**src/rtl/mem_stage_ctrl_if.sv**
```systemverilog
// rtl/mem_stage_ctrl_if.sv - data-memory request/acknowledge bus between the MEM stage and memory
interface mem_stage_ctrl_if;
  logic        mem_req;
  logic        mem_we;
  logic [31:0] mem_addr;
  logic [31:0] mem_wdata;
  logic [31:0] mem_rdata;
  logic        mem_ack;

  modport master (
    output mem_req,
    output mem_we,
    output mem_addr,
    output mem_wdata,
    input  mem_rdata,
    input  mem_ack
  );

  modport slave (
    input  mem_req,
    input  mem_we,
    input  mem_addr,
    input  mem_wdata,
    output mem_rdata,
    output mem_ack
  );
endinterface

```
**src/rtl/mem_stage_ctrl.sv**
```systemverilog
// rtl/mem_stage_ctrl.sv - MEM pipeline stage: branch resolve, multi-cycle memory access, MEM/WB register
module mem_stage_ctrl #(
  parameter int          TIMEOUT  = 255,
  parameter logic [31:0] ERR_DATA = 32'h0000_0000
) (
  input  logic                     clk,
  input  logic                     rst,
  input  logic                     write_reg_in,
  input  logic                     mem_to_reg_in,
  input  logic                     write_mem_in,
  input  logic                     branch_in,
  input  logic [31:0]              next_address_in,
  input  logic                     zero_in,
  input  logic [31:0]              alu_result_in,
  input  logic [31:0]              r2_output_in,
  input  logic [4:0]               register_in,
  mem_stage_ctrl_if.master         mem,
  output logic                     stall,
  output logic                     pc_src,
  output logic [31:0]              branch_target,
  output logic                     wb_write_reg,
  output logic                     wb_mem_to_reg,
  output logic [31:0]              wb_read_data,
  output logic [31:0]              wb_alu_result,
  output logic [4:0]               wb_register,
  output logic                     bus_err
);

  typedef enum logic [1:0] {
    S_IDLE = 2'd0,
    S_BUSY = 2'd1,
    S_DONE = 2'd2
  } state_t;

  // Last counter value before giving up on the memory; counter is 16 bits wide
  // to cover the full TIMEOUT range.
  localparam logic [15:0] CNT_LAST = 16'(TIMEOUT - 1);

  state_t      state_q, state_d;
  logic        req_q, req_d;
  logic        we_q, we_d;
  logic [31:0] addr_q, addr_d;
  logic [31:0] wdata_q, wdata_d;
  logic [31:0] rdata_q, rdata_d;
  logic [15:0] cnt_q, cnt_d;
  logic        bus_err_q, bus_err_d;

  logic        wb_write_reg_q, wb_write_reg_d;
  logic        wb_mem_to_reg_q, wb_mem_to_reg_d;
  logic [31:0] wb_read_data_q, wb_read_data_d;
  logic [31:0] wb_alu_result_q, wb_alu_result_d;
  logic [4:0]  wb_register_q, wb_register_d;

  logic        access;
  logic        stall_c;

  // Next-state, memory-bus and MEM/WB update logic; everything defaults to hold.
  always_comb begin
    state_d         = state_q;
    req_d           = req_q;
    we_d            = we_q;
    addr_d          = addr_q;
    wdata_d         = wdata_q;
    rdata_d         = rdata_q;
    cnt_d           = cnt_q;
    bus_err_d       = bus_err_q;
    wb_write_reg_d  = wb_write_reg_q;
    wb_mem_to_reg_d = wb_mem_to_reg_q;
    wb_read_data_d  = wb_read_data_q;
    wb_alu_result_d = wb_alu_result_q;
    wb_register_d   = wb_register_q;

    access  = mem_to_reg_in | write_mem_in;
    stall_c = ((state_q == S_IDLE) && access) || (state_q == S_BUSY);

    case (state_q)
      S_IDLE: begin
        if (access) begin
          state_d = S_BUSY;
          req_d   = 1'b1;
          // A store wins when both load and store flags are set.
          we_d    = write_mem_in;
          addr_d  = alu_result_in;
          wdata_d = r2_output_in;
          cnt_d   = 16'd0;
        end
      end
      S_BUSY: begin
        // An ack in the final counted cycle still wins over the timeout.
        if (mem.mem_ack) begin
          state_d = S_DONE;
          req_d   = 1'b0;
          rdata_d = mem.mem_rdata;
        end else if (cnt_q == CNT_LAST) begin
          state_d   = S_DONE;
          req_d     = 1'b0;
          rdata_d   = ERR_DATA;
          bus_err_d = 1'b1;
        end else begin
          cnt_d = cnt_q + 16'd1;
        end
      end
      S_DONE: begin
        state_d = S_IDLE;
      end
      default: begin
        state_d = S_IDLE;
      end
    endcase

    // MEM/WB advances whenever the stage is not stalled; otherwise a bubble.
    if (!stall_c) begin
      wb_write_reg_d  = write_reg_in;
      wb_mem_to_reg_d = mem_to_reg_in;
      wb_alu_result_d = alu_result_in;
      wb_register_d   = register_in;
      wb_read_data_d  = rdata_q;
    end else begin
      wb_write_reg_d  = 1'b0;
      wb_mem_to_reg_d = 1'b0;
    end
  end

  // FSM state register.
  always_ff @(posedge clk or posedge rst) begin
    if (rst) begin
      state_q <= S_IDLE;
    end else begin
      state_q <= state_d;
    end
  end

  // Memory-bus, timeout and MEM/WB registers.
  always_ff @(posedge clk or posedge rst) begin
    if (rst) begin
      req_q           <= 1'b0;
      we_q            <= 1'b0;
      addr_q          <= 32'd0;
      wdata_q         <= 32'd0;
      rdata_q         <= 32'd0;
      cnt_q           <= 16'd0;
      bus_err_q       <= 1'b0;
      wb_write_reg_q  <= 1'b0;
      wb_mem_to_reg_q <= 1'b0;
      wb_read_data_q  <= 32'd0;
      wb_alu_result_q <= 32'd0;
      wb_register_q   <= 5'd0;
    end else begin
      req_q           <= req_d;
      we_q            <= we_d;
      addr_q          <= addr_d;
      wdata_q         <= wdata_d;
      rdata_q         <= rdata_d;
      cnt_q           <= cnt_d;
      bus_err_q       <= bus_err_d;
      wb_write_reg_q  <= wb_write_reg_d;
      wb_mem_to_reg_q <= wb_mem_to_reg_d;
      wb_read_data_q  <= wb_read_data_d;
      wb_alu_result_q <= wb_alu_result_d;
      wb_register_q   <= wb_register_d;
    end
  end

  assign mem.mem_req   = req_q;
  assign mem.mem_we    = we_q;
  assign mem.mem_addr  = addr_q;
  assign mem.mem_wdata = wdata_q;

  assign stall         = stall_c;
  assign pc_src        = branch_in & zero_in & ~stall_c;
  assign branch_target = next_address_in;

  assign wb_write_reg  = wb_write_reg_q;
  assign wb_mem_to_reg = wb_mem_to_reg_q;
  assign wb_read_data  = wb_read_data_q;
  assign wb_alu_result = wb_alu_result_q;
  assign wb_register   = wb_register_q;
  assign bus_err       = bus_err_q;

endmodule
```
**src/flat_wrapper.sv**
```systemverilog
// flat-port wrapper written by rule: the top's interface ports become plain ports
module mem_stage_ctrl_flat 
#(
  parameter int          TIMEOUT  = 255,
  parameter logic [31:0] ERR_DATA = 32'h0000_0000
)
  (clk, rst, write_reg_in, mem_to_reg_in, write_mem_in, branch_in, next_address_in, zero_in, alu_result_in, r2_output_in, register_in, stall, pc_src, branch_target, wb_write_reg, wb_mem_to_reg, wb_read_data, wb_alu_result, wb_register, bus_err, mem_mem_req, mem_mem_we, mem_mem_addr, mem_mem_wdata, mem_mem_rdata, mem_mem_ack);
  mem_stage_ctrl_if mem_i ();
  input  logic clk;
  input  logic rst;
  input  logic write_reg_in;
  input  logic mem_to_reg_in;
  input  logic write_mem_in;
  input  logic branch_in;
  input  logic [31:0] next_address_in;
  input  logic zero_in;
  input  logic [31:0] alu_result_in;
  input  logic [31:0] r2_output_in;
  input  logic [4:0] register_in;
  output logic stall;
  output logic pc_src;
  output logic [31:0] branch_target;
  output logic wb_write_reg;
  output logic wb_mem_to_reg;
  output logic [31:0] wb_read_data;
  output logic [31:0] wb_alu_result;
  output logic [4:0] wb_register;
  output logic bus_err;
  output wire logic [$bits(mem_i.mem_req)-1:0] mem_mem_req;
  output wire logic [$bits(mem_i.mem_we)-1:0] mem_mem_we;
  output wire logic [$bits(mem_i.mem_addr)-1:0] mem_mem_addr;
  output wire logic [$bits(mem_i.mem_wdata)-1:0] mem_mem_wdata;
  input wire logic [$bits(mem_i.mem_rdata)-1:0] mem_mem_rdata;
  input wire logic [$bits(mem_i.mem_ack)-1:0] mem_mem_ack;
  assign mem_mem_req = mem_i.mem_req;
  assign mem_mem_we = mem_i.mem_we;
  assign mem_mem_addr = mem_i.mem_addr;
  assign mem_mem_wdata = mem_i.mem_wdata;
  assign mem_i.mem_rdata = mem_mem_rdata;
  assign mem_i.mem_ack = mem_mem_ack;
  mem_stage_ctrl #(.TIMEOUT(TIMEOUT), .ERR_DATA(ERR_DATA)) u_core (.clk(clk), .rst(rst), .write_reg_in(write_reg_in), .mem_to_reg_in(mem_to_reg_in), .write_mem_in(write_mem_in), .branch_in(branch_in), .next_address_in(next_address_in), .zero_in(zero_in), .alu_result_in(alu_result_in), .r2_output_in(r2_output_in), .register_in(register_in), .mem(mem_i), .stall(stall), .pc_src(pc_src), .branch_target(branch_target), .wb_write_reg(wb_write_reg), .wb_mem_to_reg(wb_mem_to_reg), .wb_read_data(wb_read_data), .wb_alu_result(wb_alu_result), .wb_register(wb_register), .bus_err(bus_err));
endmodule
```
**config.mk**
```make
export PLATFORM = sky130hd
export DESIGN_NAME = mem_stage_ctrl_flat
export DESIGN_NICKNAME = d
export VERILOG_FILES = /design/src/rtl/mem_stage_ctrl_if.sv /design/src/rtl/mem_stage_ctrl.sv /design/src/flat_wrapper.sv
export SDC_FILE = /design/constraint.sdc
export NUM_CORES = 1
export LEC_CHECK = 0
export ABC_AREA = 1
export ABC_CLOCK_PERIOD_IN_PS = 5400
export BUFFER_PORTS_ARGS = -buffer_cell sky130_fd_sc_hd__buf_2
export CAP_MARGIN = 20
export CORE_AREA = 2 2 137 139
export CTS_CLUSTER_SIZE = 30
export DETAILED_ROUTE_END_ITERATION = 10
export DIE_AREA = 0 0 139 141
export HOLD_SLACK_MARGIN = 0.02
export PLACE_DENSITY = 0.74
export SYNTH_ARGS = -nofsm -noshare
export SYNTH_HDL_FRONTEND = slang
export SYNTH_SLANG_ARGS = --single-unit
```
**constraint.sdc**
```tcl
create_clock -name clk -period 5.4 [get_ports clk]
set_input_delay 0.54 -clock clk [delete_from_list [all_inputs] [get_ports clk]]
set_output_delay 0.54 -clock clk [all_outputs]
set_load 0.01 [all_outputs]
```
Yosys cells after proc, flatten, opt, wreduce, memory -nomap -nowiden
Index checks and enable logic that the tools add are counted.

storage, ports and cells
  output and inout port bits = 172
  bits of input ports = 141
  register bits = 188
  word-level logic and storage cells = 52

operators by class
  bitwise logic cells = 5
  reduce and logical (&&, ||, !) cells = 11
  muxes and demuxes = 16
  $add $sub $neg = 1
  eq/ne operators = 6

operators with widths
  kind                     number
  $mux W32                 2
  $mux W16                 3
  $pmux W16 S2             1
  $add A16 B1 Y16 const B  1
  $eq A16 B8 Y1 const B    1
  $mux W2                  3
  $reduce_and A2 Y1        3
  $reduce_and A3 Y1        2
  $mux W1                  5
  $ne A2 B2 Y1 const B     2
  $pmux W2 S2              1
  $reduce_and A4 Y1        1
  $reduce_bool A2 Y1       2
  $ne A3 B3 Y1 const B     1
  $and A1 B1 Y1            2
  $eq A2 B1 Y1 const B     1
  $logic_not A2 Y1         1
  $ne A2 B1 Y1 const B     1
  $not A1 Y1               2
  $pmux W1 S2              1
  $logic_and A1 B1 Y1      1
  $logic_or A1 B1 Y1       1
  $or A1 B1 Y1             1

Longest topological paths before layout
Gate-level depths: netlist (run 1).

  depth in word-level cells = 5
  depth in mapped cells = 10
  gate-level depth less buffers = 9

Worst setup path after synthesis (run 1)
OpenSTA, ideal clock, no wires.

  kind = input -> output
  from = in write_mem_in
  to = out pc_src
  data required time = 4.860 ns
  arrival = 1.387 ns
  stages = 5
  buffers on the path = 2
  setup slack = 3.473 ns
  cells stage by stage = o21ai_1 -> nand2_1 -> buf_2 -> buf_2 -> nor2_1

on the way
  longest elaborated chain between the ends = 5

ends and longest elaborated chain
  what                 line                   RTL
  start, declared      flat_wrapper.sv:13     input logic write_mem_in;
  $or A1 B1 Y1         mem_stage_ctrl.sv:73   access = mem_to_reg_in | write_mem_in;
  $logic_and A1 B1 Y1  mem_stage_ctrl.sv:74   stall_c = ((state_q == S_IDLE) && access) || (state_q == S_BUSY);
  $logic_or A1 B1 Y1   mem_stage_ctrl.sv:74
  net stall            flat_wrapper.sv:20     output logic stall;
  $not A1 Y1           mem_stage_ctrl.sv:170  assign pc_src = branch_in & zero_in & ~stall_c;
  $and A1 B1 Y1        mem_stage_ctrl.sv:170
  end, declared        flat_wrapper.sv:21     output logic pc_src;

The timed path passes the listed nets, and every way through them passes these cells.

Final worst setup path (run 1)
  from = reg u_core.state_q[1]
  to = out stall

on the way
  longest elaborated chain between the ends = 3
  elaborated cells between the ends (all ways) = 4
  classes of those cells = eq/ne (1); reduce/logical (3)

ends and longest elaborated chain
  what                    line                   RTL
  start, declared         mem_stage_ctrl.sv:39   state_t state_q, state_d;
  start signal, assigned  mem_stage_ctrl.sv:129  state_q <= state_d;
  $logic_not A2 Y1        mem_stage_ctrl.sv:74
  $logic_and A1 B1 Y1     mem_stage_ctrl.sv:74
  $logic_or A1 B1 Y1 (*)  mem_stage_ctrl.sv:74
  end, declared           flat_wrapper.sv:20

Mark *: on every way between the ends. The rest lies on a longest branch, timed or not.

==> summary.txt, run 1 <==
Hold_ws - 307 ps
Most common flop cell mapped by yosys - dfrtp_1
Tot GR Track Use - 0.194
Pwr Density - 578 mW/mm^2
Die Area - 0.0196 sq mm
Worst-path clk slew - 80 ps
DR vias - 6171
Root Buffer - clkbuf_16
Final period utilization - 0.505
Post-CTS Setup Repair Bufs - 0
Met2 Use GR - 0.325
Mean post-synth cell area - 9.44 sq um
Status - complete, no violations
Crit path launch - u_core.state_q[1]
Top delay family on crit path - simple AND/OR/NAND/NOR gates
Critical Path Stages - 4
Clk_skew - 13.1 ps
Startpoint Class - flop
Total CTS buffers - 17
Synthesis Warnings - 0
Die height - 141 microns
Setup Viol. Count Final - 0
Slew Limit Fails - 0
CTS H-tree depth - 4
NetSw - 2.08 mW
Syn_nets - 973
Final hold violation count - 0
TNS Setup - 0 ps
Pint - 3.48 mW
Initial Util - 0.429
Global-route wire length before repair - 30.8 mm
Final Wtd Congestion - 0.868
Combinational share of power - 0.356
Worst skew pair latency - 430 ps
M3 GR Usage - 0.0493
Congestion Overflow GR - 0
Max clock buf depth - 2
Clk network pwr share - 0.222
Max Freq - 367 MHz
DR iter-0 viols - 401
PortBufs - 248
Crit path to - stall
Post-DP HPWL - 12.8 mm
Drt via density - 4.82
Flops & latches, synth - 188
Seq pwr share - 0.423
Worst r2r src - u_core.state_q[1]
Syn Inst Count - 830
WL per Instance - 14.7 microns
Met1 Usage GRT - 0.242
Synth async-reset ratio - 1.00
Worst slew margin - 0.339
Routed WL - 18.8 mm
Max VDD drop - 0.000368 V
Cts repair resizes - 0
Worst EP required - 4860 ps
CP Class - flop to output port
WP buf/inv - 2
Mapped Area - 0.00784 sq mm
Post-synthesis sequential area ratio - 0.600
Die Span X - 139 microns
DRC violations left - 0
Io pins - 313
Total core area - 0.0183 sq mm
Layout cells sized above 1 - 0.326
Inserted Diodes - 0
CTS tree - yes
Reg2reg end - u_core.wb_read_data[31]
Final nets - 1177
Slowest cell on the critical path - nand2_4
Post-layout min period - 2730 ps
Switching share of power - 0.374
Initial antenna violation count - 0
Final ANT Viol Nets - 0
Busiest grt layer - met2
Clock Sinks - 188
Max_cap viols - 0
Count of cell types in the netlist - 26
Worst slew pin tran - 989 ps
Flop-to-flop setup slack - 2800 ps
Hold-fix buffers, CTS - 0
Vias in the first global route - 6129
Number of synthesized flops with an enable pin - 0
Cell Chain, Critical Path - inv_2, nand2_1, nand2_4, buf_2
Worst setup EP type - output port
Crit Path Max Fanout - 70
RSZ-0062 raised after global routing - false
CP max stage delay - 690 ps
Fill count - 1699
Largest net degree at the start of global routing - 189
Router iterations before antenna repair - 5
HP Class - primary input to flop
Leakage power - 5.24 nW
Reg2Reg Depth - 5
Synth-to-layout area growth - 22.7%
Row count - 50
Worst EP arrival - 2190 ps
## power groups by stage
| stage | Clock [mW] | Combinational, mW | Sequential (mW) |
|---|---|---|---|
| final | 1.23 | 1.98 | 2.35 |
| after global routing | 1.32 | 2.19 | 2.43 |
| after CTS | 1.26 | 1.99 | 2.35 |
| after detailed placement | 0 | 1.99 | 2.36 |
| after global placement | 0 | 1.91 | 2.36 |
| after floorplan | 0 | 0.980 | 2.58 |
## tightest hold or removal path, cell delays in order
cell and delay, ps:
buf_2 70, nand2_1 40, nand2_1 50
## Yosys cell counts, types with 3 or more instances
cell type / n / area share
xor2_1: 3 / 0.0034
nor2_1: 31 / 0.015
nand4_1: 6 / 0.0048
dfrtp_1: 188 / 0.60
buf_2: 19 / 0.012
inv_2: 5 / 0.0024
inv_1: 52 / 0.025
nand2_1: 290 / 0.14
nand3_1: 61 / 0.039
clkbuf_1: 11 / 0.0053
mux2_2: 37 / 0.053
buf_4: 36 / 0.034
o21ai_0: 57 / 0.036
nor2_2: 4 / 0.0032
o21ai_1: 13 / 0.0083
## worst min-delay path by stage
stage                        startpoint                       end  cells after the start
3_5_place_dp    u_core.mem.mem_wdata[7]   u_core.mem.mem_wdata[7]                      2
4_1_cts                mem_mem_rdata[9]         u_core.rdata_q[9]                      3
6_report               r2_output_in[18]  u_core.mem.mem_wdata[18]                      3
5_1_grt                r2_output_in[23]  u_core.mem.mem_wdata[23]                      3
3_3_place_gp   u_core.mem.mem_wdata[12]  u_core.mem.mem_wdata[12]                      2
2_1_floorplan         u_core.rdata_q[0]         u_core.rdata_q[0]                      2
## placed cells by master, fill, tap and decap left out, types with 3 or more instances in the layout
cell type and n:
buf_2 248, buf_4 5, clkbuf_16 17, clkinvlp_4 4, dfrtp_1 188, inv_1 51, inv_2 5, inv_8 4
mux2_2 37, nand2_1 289, nand2_4 3, nand3_1 61, nand4_1 6, nor2_1 30, nor2_2 5, o21ai_0 57
o21ai_1 13, xor2_1 3
## final cells by class
class | count | area, sq um | area share
clock inverter | 14 | 154 | 0.0160
multi-input combinational | 515 | 2490 | 0.259
timing repair buffer | 255 | 1330 | 0.138
tap | 234 | 293 | 0.0305
sequential | 188 | 4700 | 0.489
inverter | 57 | 218 | 0.0226
clock buffer | 18 | 429 | 0.0446
## per-layer routing
layer  share of wire  vias up
met3           0.057       40
met4           0.031        0
met1            0.41     2933
met2            0.50      201
met5               0        -
li1                -     2997
## metrics by stage
stage / cell area [sq um] / power, mW / instances / worst slack, ps / utilization
2_1_floorplan: 7840 / 3.56 / 830 / 2440 / -
3_3_place_gp: 9000 / 4.27 / 1248 / 2580 / 0.493
3_5_place_dp: 9000 / 4.35 / 1248 / 2490 / 0.493
4_1_cts: 9590 / 5.61 / 1280 / 2650 / 0.525
5_1_grt: 9610 / 5.94 / 1281 / 2480 / 0.526
6_report: 9610 / 5.56 / 1281 / 2670 / 0.526
## kinds of logic after synthesis
family,count (synthesis),share of synthesized area
AOI/OAI and AO/OA,73,0.0476
DFF,188,0.600
xor gates and xnor gates,5,0.00559
buffers and inverters,127,0.0830
muxes,37,0.0532
and+or+nand+nor,398,0.207
adders and majority gates,2,0.00319
No activity file was read; power rests on OpenSTA's default activity.
==> run 2, diff against run 1 <==
--- a/config.mk
+++ b/config.mk
@@ -6,7 +6,7 @@
 export NUM_CORES = 1
 export LEC_CHECK = 0
 export ABC_AREA = 1
-export ABC_CLOCK_PERIOD_IN_PS = 5400
+export ABC_CLOCK_PERIOD_IN_PS = 2300
 export BUFFER_PORTS_ARGS = -buffer_cell sky130_fd_sc_hd__buf_2
 export CAP_MARGIN = 20
 export CORE_AREA = 2 2 137 139
==> constraint.sdc (replaced) <==
create_clock -name clk -period 2.3 [get_ports clk]
set_input_delay 0.23 -clock clk [delete_from_list [all_inputs] [get_ports clk]]
set_output_delay 0.23 -clock clk [all_outputs]
set_load 0.01 [all_outputs]
==> run 2 against run 1 <==
Hold slack worse by 270 ps. Clock skew is 1.2 ps lower. Flip-flop and latch count did not move. Cell area grew 6.8%. Register-to-register slack got worse by 2200 ps. Worst setup slack lost 2400 ps. Cell count increased by 5.0%. Critical path depth up 1. Sequential power up 140%. Via count rose by 4.9%. Die area unchanged.
==> summary.txt, run 2 (same netlist as run 1, synthesis figures left out) <==
Routed WL - 19.5 mm (was 18.8 mm)
Post-CTS Setup Repair Bufs - 0 (unchanged)
Crit Path Max Fanout - 99 (was 70)
Slowest cell on the critical path - dfrtp_1 (was nand2_4)
Initial Util - 0.429 (unchanged)
Tot GR Track Use - 0.200 (was 0.194)
Clock Sinks - 188 (unchanged)
Final ANT Viol Nets - 0 (unchanged)
CP Class - flop to output port (unchanged)
Most frequent cells in the layout - 289 x nand2_1, 248 x buf_2, 188 x dfrtp_1 (unchanged)
DRC violations left - 0 (unchanged)
Commonest non-fill, non-tap cell in the layout - nand2_1 (unchanged)
Post-layout util - 0.562 (was 0.526)
Io pins - 313 (unchanged)
Vias in the first global route - 6477 (was 6129)
Final hold violation count - 0 (unchanged)
Worst EP required - 2070 ps (was 4860 ps)
Cts repair resizes - 0 (unchanged)
Router iterations before antenna repair - 5 (unchanged)
CTS tree - yes (unchanged)
Hold-fix buffers, CTS - 58 (was 0)
Slew Limit Fails - 0 (unchanged)
Layout cells sized above 1 - 0.311 (was 0.326)
DR vias - 6473 (was 6171)
Worst setup EP type - output port (unchanged)
CTS H-tree depth - 4 (unchanged)
M3 GR Usage - 0.0489 (was 0.0493)
Post-DP HPWL - 12.8 mm (about the same)
Total CTS buffers - 17 (unchanged)
Max clock buf depth - 2 (unchanged)
Congestion Overflow GR - 0 (unchanged)
Max Freq - 500 MHz
HP Class - primary input to flop (unchanged)
Final Wtd Congestion - 0.931 (was 0.868)
Total core area - 0.0183 sq mm (unchanged)
Global-route wire length before repair - 31.8 mm (was 30.8 mm)
Final nets - 1240 (was 1177)
Row count - 50 (unchanged)
Setup Viol. Count Final - 0 (unchanged)
Worst EP arrival - 1770 ps (was 2190 ps)
Largest net degree at the start of global routing - 113 (was 189)
Hold_ws - 36.6 ps (was 307 ps)
Startpoint Class - flop (unchanged)
Die Span X - 139 microns (unchanged)
Status - complete, no violations (unchanged)
Cell Chain, Critical Path - inv_2, o21ai_1, nand2_4, buf_12, buf_2 (was inv_2, nand2_1, nand2_4, buf_2)
Worst-path clk slew - 70 ps (was 80 ps)
Clk_skew - 11.9 ps (was 13.1 ps)
Die Area - 0.0196 sq mm (unchanged)
Leakage power - 5.53 nW (was 5.24 nW)
Initial antenna violation count - 1 (was 0)
Met2 Use GR - 0.345 (was 0.325)
DR iter-0 viols - 453 (was 401)
Max_cap viols - 0 (unchanged)
Busiest grt layer - met2 (unchanged)
Final period utilization - 0.869
Root Buffer - clkbuf_16 (unchanged)
CP max stage delay - 370 ps (was 690 ps)
Met1 Usage GRT - 0.240 (was 0.242)
Final total power - 13.2 mW (was 5.56 mW)
Drt via density - 4.81 (was 4.82)
WL per Instance - 14.5 microns (was 14.7 microns)
Post-layout min period - 2000 ps
Pwr Density - 1290 mW/mm^2 (was 578 mW/mm^2)
Worst slew margin - 0.606 (was 0.339)
PortBufs - 248 (unchanged)
Synth-to-layout area growth - 31.1% (was 22.7%)
RSZ-0062 raised after global routing - false (unchanged)
Die height - 141 microns (unchanged)
Worst skew pair latency - 420 ps (was 430 ps)
Worst slew pin tran - 591 ps (was 989 ps)
Max VDD drop - 0.000796 V (was 0.000368 V)
run 2: changes by cell type in the layout (fill, tap and decap cells not counted), moves of 2 or more:
cell and change:
inv_8 -2, clkinvlp_4 -2, clkbuf_8 +2, dlygate4sd3_1 +59
buf_12 +4
run 2: per-layer routing:
| layer | vias up | share of wire |
|---|---|---|
| met2 | 218 | 0.51 |
| met3 | 51 | 0.058 |
| li1 | 3126 | - |
| met5 | - | 0 |
| met4 | 0 | 0.032 |
| met1 | 3078 | 0.40 |
run 2: area by class of cell:
| class | count | area, sq um |
|---|---|---|
| repair buffers | 318 | 1980 |
| clock inverters | 12 | 130 |
| inverters | 57 | 218 |
| flip-flops and latches | 188 | 4700 |
| multi-input cells | 515 | 2490 |
| fillers | 1602 | 8000 |
| well taps | 234 | 293 |
| diodes | 1 | 2.50 |
| clock buffers | 20 | 457 |
run 2: critical path: cells and delay by family (launching register included):
family          cells  cell delay (ps)
simple gates        1              160
compound gates      1              120
flops               1              370
buf+inv             3              620
run 2: stage by stage:
| step | TNS [ps] | cell area, sq um | worst slack (ps) | instances |
|---|---|---|---|---|
| after floorplan | -65890 | 7840 | -350 | 830 |
| after detailed placement | 0 | 9090 | 590 | 1253 |
| after CTS | 0 | 10300 | 289 | 1343 |
| after global routing | 0 | 10300 | 161 | 1345 |
| after global placement | 0 | 9090 | 661 | 1253 |
| final | 0 | 10300 | 301 | 1345 |
run 2: final timing paths:
| kind | startpoint | end | slack [ps] | cells past startpoint |
|---|---|---|---|---|
| hold reg to reg | u_core.mem.mem_req | u_core.mem.mem_req | 470 | 2 |
| setup / recovery | u_core.state_q[1] | stall | 300 | 5 |
| setup reg to reg | u_core.cnt_q[0] | u_core.cnt_q[8] | 590 | 9 |
| min in group asynchronous | rst | u_core.wb_read_data[0] | 490 | 4 |
| max in group asynchronous | rst | u_core.mem.mem_addr[29] | 1270 | 4 |
| hold / removal | r2_output_in[6] | u_core.mem.mem_wdata[6] | 40 | 3 |
run 2: power breakdown:
part           internal [mW]  total, mW  switching (mW)
sequential              4.77       5.53           0.759
clock                   1.59       2.90            1.31
combinational           1.99       4.81            2.82
total                   8.34       13.2            4.89
